### src/rtl/priority_drain.sv
// Priority drain: grants the pending request bits one at a time, lowest index first.
// Define PRIORITY_DRAIN_INDEX_EN to add the binary grant index output gnt_idx.
module priority_drain #(
  parameter int WIDTH          = 32,
  parameter int IMPLEMENTATION = 0,
  localparam int WIDTH_LOG     = $clog2(WIDTH)
) (
  input  logic             clk,
  input  logic             rst,
  input  logic             req_vld,
  output logic             req_rdy,
  input  logic [WIDTH-1:0] req_pry,
  output logic             gnt_vld,
  input  logic             gnt_rdy,
  output logic [WIDTH-1:0] gnt_oht,
  output logic             gnt_lst
`ifdef PRIORITY_DRAIN_INDEX_EN
  ,
  output logic [WIDTH_LOG-1:0] gnt_idx
`endif
);

  typedef enum logic {
    IDLE,
    BUSY
  } state_e;

  state_e           state_q, state_d;
  logic [WIDTH-1:0] pnd_q, pnd_d;
  logic [WIDTH-1:0] iso;

  generate
    if (IMPLEMENTATION == 0) begin : g_add
      assign iso = pnd_q & (~pnd_q + WIDTH'(1));
    end else begin : g_loop
      logic found;
      always_comb begin
        iso   = '0;
        found = 1'b0;
        for (int i = 0; i < WIDTH; i++) begin
          if (pnd_q[i] && !found) begin
            iso[i] = 1'b1;
            found  = 1'b1;
          end
        end
      end
    end
  endgenerate

  always_comb begin
    state_d = state_q;
    pnd_d   = pnd_q;
    req_rdy = 1'b1;
    gnt_vld = 1'b0;
    gnt_oht = '0;
    gnt_lst = 1'b0;
    unique case (state_q)
      IDLE: begin
        if (req_vld && |req_pry) begin
          pnd_d   = req_pry;
          state_d = BUSY;
        end
      end
      BUSY: begin
        gnt_vld = 1'b1;
        gnt_oht = iso;
        gnt_lst = ~|(pnd_q & ~iso);
        req_rdy = gnt_rdy & gnt_lst;
        if (gnt_rdy) begin
          pnd_d = pnd_q & ~iso;
          // last grant consumed: refill back-to-back or fall idle
          if (gnt_lst) begin
            if (req_vld && |req_pry) begin
              pnd_d = req_pry;
            end else begin
              state_d = IDLE;
            end
          end
        end
      end
      default: state_d = IDLE;
    endcase
  end

`ifdef PRIORITY_DRAIN_INDEX_EN
  always_comb begin
    gnt_idx = '0;
    for (int i = 0; i < WIDTH; i++) begin
      if (gnt_oht[i]) gnt_idx = gnt_idx | WIDTH_LOG'(i);
    end
  end
`endif

  always_ff @(posedge clk or posedge rst) begin
    if (rst) begin
      state_q <= IDLE;
      pnd_q   <= '0;
    end else begin
      state_q <= state_d;
      pnd_q   <= pnd_d;
    end
  end

endmodule

### config.mk
export PLATFORM = sky130hd
export DESIGN_NAME = priority_drain
export DESIGN_NICKNAME = d
export VERILOG_FILES = /design/src/rtl/priority_drain.sv
export SDC_FILE = /design/constraint.sdc
export NUM_CORES = 1
export LEC_CHECK = 0
export CORE_MARGIN = 2
export CORE_UTILIZATION = 50
export CTS_BUF_LIST = sky130_fd_sc_hd__clkbuf_8 sky130_fd_sc_hd__clkbuf_16
export DETAILED_ROUTE_END_ITERATION = 6
export PLACE_DENSITY = 0.82
export SLEW_MARGIN = 10
export SYNTH_ARGS = -nofsm -noshare
export SYNTH_HDL_FRONTEND = slang
export SYNTH_SLANG_ARGS = --single-unit
### constraint.sdc
create_clock -name clk -period 3.3 [get_ports clk]
set_clock_uncertainty 0.15 [all_clocks]
set_input_delay 0.66 -clock clk [delete_from_list [all_inputs] [get_ports clk]]
set_output_delay 0.66 -clock clk [all_outputs]
set_load 0.02 [all_outputs]
==> flow_metrics.tcl <==
set metrics [dict create \
    grt-ovfl-total 0 \
    path_buf_inv 5 \
    clk_latency_ns 0.29 \
    setup_ws_ns -0.277 \
    drv_slew 0 \
    finalHoldViolations 0 \
    grt_pass1_wl_um 17300 \
    cp-end-kind "output pin" \
    min_period_ns 3.58 \
    syn-instance-count 358 \
    rsz0062_at_grt "yes" \
    syn_area_sq_mm 0.00275 \
    clock-sinks 33 \
    crit_type "flip-flop to output pin" \
    num_io_pins 71 \
    final_nets 560 \
    critical_path_required_ns 2.49 \
    num_antenna_cells 0 \
    grt_pass1_vias 3590 \
    track_usage 0.359 \
    maxSlewHeadroom 0.494 \
    synth_top_area_frac 0.301 \
    crit_arrival_ns 2.77 \
    setup.worst_path.start_class "flip-flop" \
    hold_class "flip-flop to flip-flop" \
    fillCellCount 342 \
    worst_pin_slew_ns 0.759 \
    path_clk_slew_ns 0.07 \
    clock.fmax_mhz 280 \
    firstDrtPassIters 5 \
    worstPathMaxFanout 4 \
    synth.largest_area_cell "dfrtp_1" \
    slowest_stage "dfrtp_1" \
    htree_levels 2 \
    drc 0 \
    drive_gt1_frac 0.347 \
    synth_edf_count 0 \
    ys_top_cells_by_area "dfrtp_1 (30%), o21ai_2 (9.3%), nand2_1 (8.9%)" \
    ys_async_sr_fraction 1.00 \
    synth_nets 394 \
    io_buffers 70 \
    clockBufferDepth 2 \
    cap_violations 0 \
    via_count 3621 \
    core_area_sq_mm 0.00520 \
    final_util 0.852 \
    ant_nets 0 \
    tritoncts "yes" \
    max_stage_delay_ns 0.41 \
    post-synth-top-count-cell "nand2_1" \
    syn_to_final_growth_pct 61.6 \
    cts_buffers 5 \
    vias_per_cell 6.09 \
    fp.dieH_um 78.1 \
    ys_ff_latch 33 \
    crit_chain "nor4_4, buf_4, buf_6, buf_4, nand2_1, or2_2, a222oi_1, o2111a_2, a31oi_4, inv_2, buf_6" \
    wl_per_cell_um 18.1 \
    totalWireLength_um 10700 \
    grt_max_degree 37 \
    syn_avg_cell_area_sq_um 7.67 \
    drtIter0Drc 386 \
    ys_warn_count 0 \
    synthFlopType "dfrtp_1" \
    synth.distinct_cells 55 \
    status "finished with violations" \
    root_buffer "clkbuf_8" \
    path_delay_family "compound AO/OA/AOI/OAI gates" \
    rows 26 \
    gp_congestion 0.985 \
    synthTopCellsByCount "nand2_1 (65), a21oi_1 (33), dfrtp_1 (33), nor2_1 (33), o21ai_2 (29)" \
    fin_crit_sh 1.08 \
    dp_hpwl_um 7480 \
    violations "setup timing" \
    dieArea_sq_mm 0.00610 \
    grt_antenna_before_repair 0 \
    initial_utilization 0.527 \
    fp.dieW_um 78.1 \
    synth_seq_area_share 0.301 \
    finalSetupViolCount 2 \
]
[placed cells by master, fill, tap and decap left out, types with 2 or more instances in the layout]
cell	instances
dlygate4sd2_1	10
nand4_1	8
a41oi_1	3
and3_1	17
o21ai_2	29
nor2_1	31
clkbuf_2	3
nor2_2	2
dlymetal6s2s_1	7
or2_2	2
clkbuf_8	6
o21ai_0	5
and4_1	2
and4b_1	2
nor2b_1	5
nand2_1	65
buf_6	10
buf_4	105
a31oi_1	3
dfrtp_1	32
inv_1	10
nor4_4	3
nor3_1	20
and3_4	2
nor3_2	3
nand3_1	2
or3_1	3
a21oi_1	32
nor4_1	13
clkdlybuf4s50_1	46
a211o_1	2
a2bb2oi_1	2
nor4_2	3
[worst reg2reg max path: stages (launching register included)]
cell and delay [ns]:
dfrtp_1 0.41, nor4_4 0.29, buf_4 0.19, buf_6 0.11
nand4_1 0.12, buf_4 0.16, buf_4 0.12, buf_4 0.12
buf_4 0.12, buf_4 0.12, buf_4 0.12, buf_4 0.13
buf_6 0.11, buf_6 0.11, buf_6 0.10, buf_6 0.11
buf_6 0.10, buf_6 0.10, and3_4 0.14, a21oi_2 0.11
o21ai_1 0.08
[sequential cells by signal, indices dropped and copies added, names as in the netlist]
| signal | count |
|---|---|
| pnd_q | 32 |
| state_q | 1 |
[final cells by class]
type                            instances  area, sq um  share of cell area
Timing Repair Buffer                  183         1570               0.354
Clock buffer                            6         82.6              0.0186
Clock inverter                          2         33.8             0.00761
Sequential cell                        33          827               0.186
Inverter                               10         37.5             0.00846
Tap cell                               70         87.6              0.0197
Multi-Input combinational cell        291         1800               0.405
[path summary, 6_finish.rpt]
check | start | endpoint | slack [ns] | depth (start not counted)
worst max-delay path | pnd_q[0] | req_rdy | -0.28 | 11
worst min-delay path | pnd_q[31] | pnd_q[31] | 0.40 | 2
worst max register to register | pnd_q[0] | pnd_q[11] | 0.05 | 20
worst min register to register | pnd_q[31] | pnd_q[31] | 0.40 | 2
max in group asynchronous | rst | pnd_q[12] | 1.62 | 3
min in group asynchronous | rst | pnd_q[5] | 0.65 | 2
[what timing repair did]
item                                    in CTS  in global routing
buffers inserted                            20                  2
hold endpoints to repair                     0                  0
endpoints found under the setup margin      22                 17
hold buffers                                 0                  0
cloned                                       0                  0
pin swaps                                    8                  6
gates resized for setup                     44                 23
[layer usage]
metal / share of wire / up-vias / global-route usage
li1: - / 1646 / -
met1: 0.41 / 1745 / 0.463
met2: 0.48 / 184 / 0.599
met3: 0.068 / 46 / 0.0632
met4: 0.041 / 0 / 0.140
met5: 0 / - / 0
[metrics by stage]
step / instances / TNS, ns / area (sq um) / hold slack (ns) / setup slack (ns)
after floorplan: 358 / 0 / 2750 / 0.339 / 0.0468
after global placement: 568 / -0.576 / 4110 / 0.354 / -0.295
after detailed placement: 568 / -0.711 / 4110 / 0.385 / -0.373
after CTS: 596 / -0.532 / 4420 / 0.401 / -0.261
after global routing: 595 / -0.775 / 4440 / 0.461 / -0.367
final: 595 / -0.548 / 4440 / 0.396 / -0.277
[cell families after synthesis]
kind of cell,after synthesis,share of synthesized area
buffers and inverters,34,0.0615
flip-flops,33,0.301
AO/OA/AOI/OAI,94,0.251
multiplexers,1,0.00365
adder cells (fa/ha/maj),1,0.00410
AND/OR/NAND/NOR,195,0.379
Power is not shown: default switching activity piles up to over one toggle a cycle in this logic, so the estimate is an artifact.
